## config.mk

```make
export PLATFORM = sky130hd
export DESIGN_NAME = mfe_host_io
export DESIGN_NICKNAME = d
export VERILOG_FILES = /design/src/rtl/mfe_host_io.sv
export SDC_FILE = /design/constraint.sdc
export NUM_CORES = 1
export LEC_CHECK = 0
export BUFFER_PORTS_ARGS = -buffer_cell sky130_fd_sc_hd__buf_4
export CAP_MARGIN = 10
export CORE_MARGIN = 1.5
export CORE_UTILIZATION = 53
export CTS_CLUSTER_DIAMETER = 200
export CTS_CLUSTER_SIZE = 16
export DETAILED_ROUTE_END_ITERATION = 7
export PLACE_DENSITY = 0.81
export SLEW_MARGIN = 15
export SYNTH_ARGS = -nofsm -noshare
export SYNTH_HDL_FRONTEND = slang
export SYNTH_SLANG_ARGS = --single-unit
```

## constraint.sdc

```tcl
create_clock -name clk -period 2.2 [get_ports clk]
set_input_delay 0.22 -clock clk [delete_from_list [all_inputs] [get_ports clk]]
set_output_delay 0.22 -clock clk [all_outputs]
set_load 0.1 [all_outputs]
```

## src/rtl/mfe_host_io.sv

```systemverilog
// Host-side frame controller for the median filter engine: loads a raster pixel stream into image memory, starts the MFE, streams the result back out.
// Latency: pixel write 1 cycle after handshake; readback pixel appears 3 cycles after busy is sampled low, then 1 pixel per 3 cycles.
// Backpressure: s_ready only in the load phase; m_valid/m_data held stable until m_ready, readback stalls meanwhile.
module mfe_host_io #(
   parameter int IMG_W = 128,
   parameter int IMG_H = 128,
   parameter int AW    = 14
) (
   input  logic          clk,
   input  logic          reset,
   input  logic          s_valid,
   input  logic [7:0]    s_data,
   output logic          s_ready,
   output logic          gwen,
   output logic [AW-1:0] gaddr,
   output logic [7:0]    gdata,
   output logic          mfe_ready,
   input  logic          mfe_busy,
   output logic [AW-1:0] raddr,
   input  logic [7:0]    rdata,
   output logic          m_valid,
   output logic [7:0]    m_data,
   output logic          m_last,
   input  logic          m_ready,
   output logic          done
);

   // Index of the final pixel of a frame; cnt wraps modulo 2^AW.
   localparam logic [AW-1:0] LAST = AW'(IMG_W * IMG_H - 1);

   typedef enum logic [2:0] {
      S_IDLE,
      S_LOAD,
      S_START,
      S_WAIT,
      S_RD_REQ,
      S_RD_RES,
      S_OUT
   } state_t;

   state_t        state_q, state_d;
   logic [AW-1:0] cnt_q, cnt_d;
   logic [AW-1:0] gaddr_q, gaddr_d;
   logic [7:0]    gdata_q, gdata_d;
   logic          gwen_q, gwen_d;
   logic [AW-1:0] raddr_q, raddr_d;
   logic [7:0]    m_data_q, m_data_d;
   logic          m_valid_q, m_valid_d;
   logic          m_last_q, m_last_d;
   logic          done_q, done_d;

   logic load_hs;
   logic out_hs;

   // s_ready is a pure state decode, so it is low in S_IDLE and rises one cycle after reset.
   assign s_ready   = (state_q == S_LOAD);
   assign mfe_ready = (state_q == S_START);
   assign load_hs   = s_ready && s_valid;
   assign out_hs    = (state_q == S_OUT) && m_ready;

   assign gwen    = gwen_q;
   assign gaddr   = gaddr_q;
   assign gdata   = gdata_q;
   assign raddr   = raddr_q;
   assign m_valid = m_valid_q;
   assign m_data  = m_data_q;
   assign m_last  = m_last_q;
   assign done    = done_q;

   // State register.
   always_ff @(posedge clk or posedge reset) begin
      if (reset) begin
         state_q <= S_IDLE;
      end else begin
         state_q <= state_d;
      end
   end

   // Next-state logic; S_START always lasts at least one cycle so mfe_ready is never missed.
   always_comb begin
      state_d = state_q;
      unique case (state_q)
         S_IDLE:   state_d = S_LOAD;
         S_LOAD:   if (load_hs && (cnt_q == LAST)) state_d = S_START;
         S_START:  if (mfe_busy) state_d = S_WAIT;
         S_WAIT:   if (!mfe_busy) state_d = S_RD_REQ;
         S_RD_REQ: state_d = S_RD_RES;
         S_RD_RES: state_d = S_OUT;
         S_OUT:    if (out_hs) state_d = m_last_q ? S_LOAD : S_RD_REQ;
         default:  state_d = S_IDLE;
      endcase
   end

   // Datapath and registered outputs; gwen and done are single-cycle strobes.
   always_comb begin
      cnt_d     = cnt_q;
      gaddr_d   = gaddr_q;
      gdata_d   = gdata_q;
      gwen_d    = 1'b0;
      raddr_d   = raddr_q;
      m_data_d  = m_data_q;
      m_valid_d = m_valid_q;
      m_last_d  = m_last_q;
      done_d    = 1'b0;
      case (state_q)
         S_IDLE: cnt_d = '0;
         S_LOAD: begin
            if (load_hs) begin
               gwen_d  = 1'b1;
               gaddr_d = cnt_q;
               gdata_d = s_data;
               cnt_d   = (cnt_q == LAST) ? '0 : cnt_q + 1'b1;
            end
         end
         S_RD_REQ: raddr_d = cnt_q;
         S_RD_RES: begin
            m_data_d  = rdata;
            m_valid_d = 1'b1;
            m_last_d  = (cnt_q == LAST);
         end
         S_OUT: begin
            if (out_hs) begin
               m_valid_d = 1'b0;
               m_last_d  = 1'b0;
               if (m_last_q) begin
                  done_d = 1'b1;
                  cnt_d  = '0;
               end else begin
                  cnt_d = cnt_q + 1'b1;
               end
            end
         end
         default: ;
      endcase
   end

   // Datapath registers; reset clears the index and drives every output low, discarding any partial frame.
   always_ff @(posedge clk or posedge reset) begin
      if (reset) begin
         cnt_q     <= '0;
         gaddr_q   <= '0;
         gdata_q   <= '0;
         gwen_q    <= 1'b0;
         raddr_q   <= '0;
         m_data_q  <= '0;
         m_valid_q <= 1'b0;
         m_last_q  <= 1'b0;
         done_q    <= 1'b0;
      end else begin
         cnt_q     <= cnt_d;
         gaddr_q   <= gaddr_d;
         gdata_q   <= gdata_d;
         gwen_q    <= gwen_d;
         raddr_q   <= raddr_d;
         m_data_q  <= m_data_d;
         m_valid_q <= m_valid_d;
         m_last_q  <= m_last_d;
         done_q    <= done_d;
      end
   end

endmodule

```

# Word-level counts from Yosys, hierarchy flattened
# Index checks and enable logic that the tools add are counted.
dict set report word_totals {
  mem_count 0
  regBits 65
  in_bits 21
  ramBits 0
  latchBits 0
  mem_bits_ro 0
  out_inout_bits 50
}
dict set report op_classes {
  eq_ne 12
  shifts 0
  magnitude_cmp 0
  muxes 19
  bitwise_logic 0
  n_mul 0
  addsub 1
  div 0
  n_reduce_logical 10
}
# operator n
set ops {}
lappend ops {{$mux 14} 4}
lappend ops {{$pmux 14 s3} 1}
lappend ops {{$pmux 3 s7} 1}
lappend ops {{$mux 3} 5}
lappend ops {{$add 14x1->14 const B} 1}
lappend ops {{$eq 14x14->1 const B} 1}
lappend ops {{$eq 3x3->1 const B} 3}
lappend ops {{$eq 3x2->1 const B} 2}
lappend ops {{$mux 1} 6}
lappend ops {{$ne 2x1->1 const B} 3}
lappend ops {{$ne 2x2->1 const B} 2}
lappend ops {{$pmux 1 s2} 2}
lappend ops {{$reduce_and 2->1} 2}
lappend ops {{$reduce_and 4->1} 1}
lappend ops {{$eq 3x1->1 const B} 1}
lappend ops {{$logic_and 1x1->1} 3}
lappend ops {{$logic_not 3->1} 1}
lappend ops {{$reduce_and 3->1} 1}
lappend ops {{$reduce_bool 3->1} 1}
lappend ops {{$reduce_bool 2->1} 1}

# Logic depth before layout (Yosys ltp)
# Gate-level depths: netlist of the first run.
dict set report logic_depth {
  word_depth 5
  depth_mapped 7
}

# Worst setup path before layout of the first run
# Ideal clock, no wire load.
dict set report synth_timing {
  path_type {flip-flop to output port}
  startpoint {reg state_q[2]}
  endpoint {out mfe_ready}
  slack_ns -0.806
  stages_incl_launch_ff 4
  required_time_ns 1.980
  arrival_ns 2.786
  cell_sequence {dfrtp_1 -> buf_2 -> clkbuf_1 -> nor3_1}
}
dict set report synth_between {
  elab_chain_cells 1
}
# item line_no
set synth_lines {}
lappend synth_lines {{start, declared} 41} ;# state_t state_q, state_d;
lappend synth_lines {{start signal, assigned} 75} ;# state_q <= state_d;
lappend synth_lines {{$eq 3x2->1} 57} ;# assign mfe_ready = (state_q == S_START);
lappend synth_lines {{end, declared} 17} ;# output logic mfe_ready,
# No other way between the ends.

# Worst setup path in the final report of the first run
dict set report layout_timing {
  startpoint {reg cnt_q[0]}
  endpoint {reg cnt_q[2]}
}
dict set report layout_between {
  elab_chain_cells 4
}
# item line_no
set layout_lines {}
lappend layout_lines {{start, declared} 42} ;# logic [AW-1:0] cnt_q, cnt_d;
lappend layout_lines {{start signal, assigned} 150} ;# cnt_q <= cnt_d;
lappend layout_lines {{$add 14x1->14 / $eq 14x14->1 (equally long branches)} {112, 129}}
lappend layout_lines {{$mux 14 (on tied branches)} {125, 112}}
lappend layout_lines {{$mux 14 (on tied branches)} {122, 108}}
lappend layout_lines {{$pmux 14 s3 (*)} 105} ;# case (state_q)
# Mark *: on every way between the ends. The rest lies on a longest branch, timed or not. The select of a mux whose other input is x is not followed.
# A chain may end at the register's enable or synchronous reset.

==> flow_summary_export.csv, run 1 <==
group,metric,value,unit
run_status,status,"complete, no violations",
grt,busiest_layer,"met2",
clocking,cts.clk_slew.worst_paths,0.08,ns
floorplanning,die-area,5800,sq um
grt,use_met1,0.300,
drt,wl_per_cell,14.7,um
drt,drtIter0Drc,149,
grt,use_met3,0.0503,
setup_path,cp-end-kind,"flop",
drt,routed_wl,6250,um
clocking,holdBufCountCts,1,
cells_and_area,layout.nets,373,
grt,track_usage,0.229,
setup_path,rrSetupSlack,0.14,ns
timing,timing.setup.tns,0,ns
floorplanning,die_x,76.1,um
clocking,postCtsSetupBuffers,0,
cells_and_area,drive_gt1_frac,0.360,
timing,hold_viol,0,
timing,post-route-period-util,0.938,
grt,antenna_found_initial,0,
timing,setup_violations,0,
logic_synthesis,netlist_instances,271,
setup_path,crit_fanout,8,
logic_synthesis,syn_avg_cell_area,10.5,sq um
clocking,numCtsBuffers,9,
cells_and_area,final_cell_mix,"buf_4, nand2_1, dfrtp_1, mux2_2, o21ai_0",
setup_path,criticalPathCategory,"flop to flop",
logic_synthesis,yosys_warnings,0,
drt,drtAntennaViolNets,0,
timing,finalMaxSlewViolations,0,
floorplanning,ioPinCount,71,
cells_and_area,antenna-diode-count,0,
power,power,3.08,mW
logic_synthesis,seq_area_frac_synth,0.574,
clocking,clk_latency,0.33,ns
setup_path,cp-endpoint,"cnt_q[2]$_DFFE_PP0P_",
logic_synthesis,synth_edf_count,0,
power,ir_worst_vdd,0.627,mV
clocking,clockBufferDepth,2,
power,powerDensity,832,nW/um^2
grt,grt_use_met2,0.367,
setup_path,worstPathRequired,2.42,ns
logic_synthesis,synth_nets,293,
placed_design,gp_routability_congestion,0.828,
timing,fmax,485,MHz
grt,grt_pass1_wl,10600,um
drt,vias,2329,
logic_synthesis,syn_area,2840,sq um
job,timing.max_cap.violations,0,
placed_design,portBuffers,70,
grt,grt_start_max_net_pins,44,
min_path,holdCritPathClass,"primary input to flop",
cells_and_area,final_common_cell,"buf_4",
clocking,cts_tree,"done",
clocking,htreeDepth,3,
setup_path,critPathLaunchType,"flop",
timing,worst_pin_slew,0.509,ns
floorplanning,coreArea,5140,sq um
floorplanning,die_h,76.1,um
cells_and_area,syn2layout_area_growth,30.8,%
floorplanning,start_util,0.552,
logic_synthesis,synth_cell_types,41,
drt,firstDrtPassIters,4,
setup_path,worstPathArrival,2.29,ns
grt,grt_pass1_vias,2284,
placed_design,placed_area,3490,sq um
placed_design,dp_hpwl,4340,um
clocking,cts_resized,0,
grt,grt.overflow.total,0,
clocking,clockRootBuffer,"clkbuf_8",
logic_synthesis,synthArstFlopShare,1.00,
timing,rsz0062_at_grt,"false",
setup_path,rr_startpoint,"cnt_q[0]$_DFFE_PP0P_",
floorplanning,rows,26,
drt,drc_errors,0,
timing,skew,0.00781,ns
cells_and_area,n_fill_cell,388,
setup_path,reg2regPathDepth,6,
timing,slew_headroom,0.660,
power,leakagePower,1.89,nW
clocking,clkSinkCount,65,
setup_path,crit_start,"cnt_q[0]$_DFFE_PP0P_",
cells_and_area,multiInputGateArea,1130,sq um
cells_and_area,finish.instance_area,3710,sq um
logic_synthesis,synthFlopType,"dfrtp_1",
cells_and_area,seqCellArea,1630,sq um
timing,post-route-min-period,2.06,ns
logic_synthesis,synth_seq_cells,65,
drt,vias_per_cell,5.47,
setup_path,r2r_end,"cnt_q[2]$_DFFE_PP0P_",
## area by class of cell
| cell class | count | area share |
|---|---|---|
| inverters | 6 | 0.00607 |
| repair buffers | 83 | 0.172 |
| clock buffers | 10 | 0.0371 |
| clock inverters | 6 | 0.0182 |
| flip-flops and latches | 65 | 0.439 |
| multi-input cells | 186 | 0.304 |
| well taps | 70 | 0.0236 |
## cell families (layout without fill, tap and decap cells)
group                      count (synthesis)  after routing  synth area share
muxes                                     22             22            0.0874
buffers and inverters                     20            105            0.0300
DFF                                       65             65             0.574
and+or+nand+nor                          113            113             0.193
adders and majority gates                  1              1           0.00441
AOI/OAI and AO/OA                         50             50             0.111
## worst min-delay path by stage
| stage | startpoint | end | slack [ns] | depth (start not counted) |
|---|---|---|---|---|
| floorplan | s_data[0] | gdata[0]$_DFFE_PP0P_ | 0.33 | 2 |
| global placement | reset | m_data[1]$_DFFE_PP0P_ | 0.28 | 2 |
| detailed placement | reset | m_data[5]$_DFFE_PP0P_ | 0.29 | 2 |
| CTS | s_data[0] | gdata[0]$_DFFE_PP0P_ | 0.06 | 3 |
| global route | s_data[4] | gdata[4]$_DFFE_PP0P_ | 0.07 | 3 |
| finish | s_data[4] | gdata[4]$_DFFE_PP0P_ | 0.08 | 3 |
## power breakdown
part | total (mW) | switching [mW] | internal (mW)
registers | 1.35 | 0.0772 | 1.28
logic | 0.716 | 0.537 | 0.179
clock network | 1.01 | 0.458 | 0.555
total | 3.08 | 1.07 | 2.01
## Yosys cell counts, types with 2 or more instances
library cell	n	area (sq um)
o211ai_1	3	22.5
a21o_1	3	22.5
mux2_2	21	236
o31ai_1	6	45.0
o21ai_1	3	15.0
dfrtp_1	65	1630
and3_1	3	18.8
nor3_1	2	10.0
o21ai_0	14	70.1
nor2_1	5	18.8
nand2_1	76	285
and4_1	3	26.3
nor2b_1	2	12.5
or3_1	2	12.5
a21oi_1	10	50.1
inv_1	6	22.5
a22o_1	2	17.5
buf_2	8	40.0
nand3_1	6	30.0
clkbuf_1	6	22.5
nand4_1	4	25.0
nand2b_1	2	12.5
## metal layers
layer	vias to the layer above	wire length, um
li1	1104	-
met2	93	3050
met5	-	0
met4	0	72
met1	1122	2690
met3	10	441
## worst max-delay path: stages, from the launching register on
cell and delay, ns:
dfrtp_1 0.45, ha_1 0.26, nand3_2 0.14, nor4_4 0.51, o22a_2 0.33, o21ai_1 0.08, a21o_1 0.18
## through the flow
stage                     hold slack, ns  setup slack [ns]  std cells  utilization
final                             0.0789             0.137        426        0.722
after detailed placement           0.289             0.170        409        0.680
after global routing              0.0746            0.0107        426        0.722
after global placement             0.280             0.278        409        0.680
after floorplan                    0.325            -0.143        271            -
after CTS                         0.0607             0.168        426        0.722
## state kept, by name, summed over array words and instances, names as in the netlist
signal / cells
m_last: 1
raddr: 14
cnt_q: 14
gaddr: 14
done: 1
gwen: 1
state_q: 3
gdata: 8
m_data: 8
m_valid: 1
Note: power is estimated with default switching activity, not from simulation.
==> run 2: changes to the inputs <==
ABC_AREA = 1   (was default)
CORE_UTILIZATION = 52   (was 53)
PLACE_DENSITY = 0.78   (was 0.81)
==> run 2 against run 1 <==
  * Synthesized cell count grew 24%
  * Fmax grew 15%
  * Critical endpoint is now s_ready
  * Highest routed layer unchanged
  * Hold slack lost 0.00092 ns
  * Largest cell class unchanged
==> flow_summary_export.csv, run 2 <==
group,metric,value,unit
run_status,status,"complete, no violations",
cells_and_area,final_common_cell,"nand2_1",
logic_synthesis,synth_area_leaders,"dfrtp_1, nand2_1, o21ai_0, inv_1, nand3_1",
logic_synthesis,syn_area,2830,sq um
timing,finalMaxSlewViolations,0,
logic_synthesis,yosys.area.top_type,"dfrtp_1",
placed_design,portBuffers,70,
logic_synthesis,netlist_top_cells_count,"nand2_1, dfrtp_1, inv_1, o21ai_0, nor2_1",
logic_synthesis,synth_top_family_by_area,"simple AND/OR/NAND/NOR gates",
job,timing.max_cap.violations,0,
drt,drtAntennaViolNets,0,
floorplanning,start_util,0.547,
logic_synthesis,synth_seq_cells,65,
setup_path,rrSetupSlack,0.42,ns
setup_path,cp-end-kind,"output port",
setup_path,cp_slowest_cell,"dfrtp_1",
logic_synthesis,synthArstFlopShare,1.00,
cells_and_area,multiInputGateArea,1030,sq um
floorplanning,coreArea,5170,sq um
grt,grt_start_max_net_pins,45,
drt,vias,2466,
cells_and_area,antenna-diode-count,0,
drt,drtIter0Drc,183,
timing,hold_viol,0,
min_path,worstHoldPathCells,3,
cells_and_area,layout.nets,436,
power,leakagePower,1.88,nW
clocking,clkSinkCount,65,
clocking,clockRootBuffer,"clkbuf_8",
setup_path,cp_top_family,"flip-flops",
logic_synthesis,synth_cell_types,23,
logic_synthesis,synth-xor-area-share,0.0155,
drt,vias_per_cell,5.05,
setup_path,criticalPathCategory,"flop to output port",
setup_path,reg2regPathDepth,10,
timing,timing.setup.tns,0,ns
placed_design,place_ws,0.443,ns
logic_synthesis,synthMuxAreaShare,0,
logic_synthesis,seq_area_frac_synth,0.575,
placed_design,gp_routability_congestion,0.897,
timing,skew,0.00754,ns
logic_synthesis,synthFlopType,"dfrtp_1",
logic_synthesis,netlist_instances,336,
min_path,holdCritPathClass,"primary input to flop",
timing,worst_pin_slew,0.502,ns
setup_path,critPathLaunchType,"flop",
timing,slew_headroom,0.665,
drt,wl_per_cell,12.9,um
setup_path,cp.depth,4,
grt,grt_pass1_wl,10900,um
cells_and_area,seqCellArea,1630,sq um
floorplanning,die-area,5890,sq um
clocking,htreeDepth,3,
clocking,clockBufferDepth,2,
setup_path,worstPathCellList,"inv_1 > nand2_1 > nor2_4 > buf_4",
setup_path,worstPathRequired,1.98,ns
timing,fmax,559,MHz
grt,grt.overflow.total,0,
grt,antenna_found_initial,0,
logic_synthesis,synth_edf_count,0,
floorplanning,die_h,76.8,um
cells_and_area,n_fill_cell,436,
cells_and_area,drive_gt1_frac,0.237,
timing,worst_slack,0.413,ns
setup_path,critical_path.max_stage_delay,0.46,ns
grt,track_usage,0.234,
cells_and_area,syn2layout_area_growth,29.4,%
logic_synthesis,synth_top_area_share,0.575,
logic_synthesis,synthSimpleGateAreaFrac,0.263,
logic_synthesis,synthAdderAreaFrac,0.00442,
power,ir_worst_vdd,1.19,mV
logic_synthesis,synth_nets,358,
setup_path,crit_fanout,7,
logic_synthesis,syn_avg_cell_area,8.42,sq um
logic_synthesis,yosys_warnings,0,
logic_synthesis,yosysMostFrequentCell,"nand2_1",
floorplanning,ioPinCount,71,
clocking,numCtsBuffers,9,
clocking,cts.clk_slew.worst_paths,0.07,ns
floorplanning,die_x,76.8,um
power,powerDensity,1620,nW/um^2
grt,grt_pass1_vias,2273,
cells_and_area,final_cell_mix,"nand2_1, buf_4, dfrtp_1, o21ai_0, inv_1",
logic_synthesis,synth_compound_area_frac,0.0801,
drt,routed_wl,6270,um
setup_path,critical_path_buf_inv_count,2,
clocking,clk_latency,0.34,ns
timing,post-route-period-util,0.812,
timing,post-route-min-period,1.79,ns
timing,rsz0062_at_grt,"false",
drt,firstDrtPassIters,5,
timing,setup_violations,0,
placed_design,dp_hpwl,4540,um
floorplanning,rows,26,
clocking,cts_tree,"done",
drt,drc_errors,0,
setup_path,worstPathArrival,1.57,ns
## run 2: cell count changes after synthesis, moves of 4 or more
cell,change
nand2_1,+47
inv_1,+26
mux2_2,-21
o21ai_0,+18
nor2_1,+16
nand3_1,+10
clkbuf_1,-5
o31ai_1,-5
xor2_1,+4
## run 2: worst register-to-register path, cell delays in order, from the launching register on
cell     delay (ns)
dfrtp_1        0.41
ha_1           0.28
nand3_1        0.16
nor2_1         0.12
nand3_1        0.09
nand2_1        0.13
nand2_1        0.20
nand2_1        0.11
nand3_1        0.07
nand2_1        0.07
inv_1          0.03
## run 2: what timing repair did
| action | 4_1_cts | 5_1_grt |
|---|---|---|
| resized for setup | 0 | 0 |
| hold buffers | 1 | 0 |
| endpoints found under the hold margin | 21 | 0 |
| setup buffers | 0 | 0 |
## run 2: path summary, 6_finish.rpt
check | start | endpoint
worst min register to register | m_data[4]$_DFFE_PP0P_ | m_data[4]$_DFFE_PP0P_
max in group asynchronous | reset | raddr[13]$_DFFE_PP0N_
worst min-delay path | s_data[7] | gdata[7]$_DFFE_PP0P_
worst max register to register | cnt_q[0]$_DFFE_PP0P_ | cnt_q[11]$_DFFE_PP0P_
worst max-delay path | state_q[1]$_DFFE_PP0P_ | s_ready
min in group asynchronous | reset | raddr[7]$_DFFE_PP0N_
## run 2: report_power, final
part | internal (mW) | leakage [nW] | switching [mW] | total [mW]
registers | 1.47 | 0.866 | 0.181 | 1.65
clock network | 0.662 | 0.106 | 0.419 | 1.08
logic | 0.599 | 0.912 | 2.61 | 3.21
## run 2: cell families (layout without fill, tap and decap cells)
kind of cell | after synthesis | in the layout
flops | 65 | 65
xor+xnor | 5 | 5
simple gates | 178 | 178
buf+inv | 43 | 125
fa+ha+maj | 1 | 1
compound gates | 44 | 44
## run 2: layout make-up
| cell class | instances | area share |
|---|---|---|
| tap | 70 | 0.0239 |
| timing repair buffer | 75 | 0.158 |
| multi-input combinational | 228 | 0.280 |
| clock inverter | 3 | 0.0178 |
| sequential | 65 | 0.444 |
| inverter | 35 | 0.0359 |
| clock buffer | 12 | 0.0397 |
## run 2: layer usage
metal	wire length (um)	part of all wire	track usage
met1	2900	0.46	0.333
met2	2920	0.46	0.349
met3	376	0.060	0.0702
met4	75	0.012	0.0667
met5	0	0	0
## run 2: per-stage QoR
step / cell area [sq um] / util / power, mW / hold slack, ns / cells
2_1_floorplan: 2830 / - / 4.20 / 0.337 / 336
3_3_place_gp: 3440 / 0.665 / 4.84 / 0.273 / 472
3_5_place_dp: 3440 / 0.665 / 4.88 / 0.277 / 472
4_1_cts: 3660 / 0.708 / 5.97 / 0.0657 / 488
5_1_grt: 3660 / 0.708 / 6.22 / 0.0641 / 488
6_report: 3660 / 0.708 / 5.93 / 0.0780 / 488
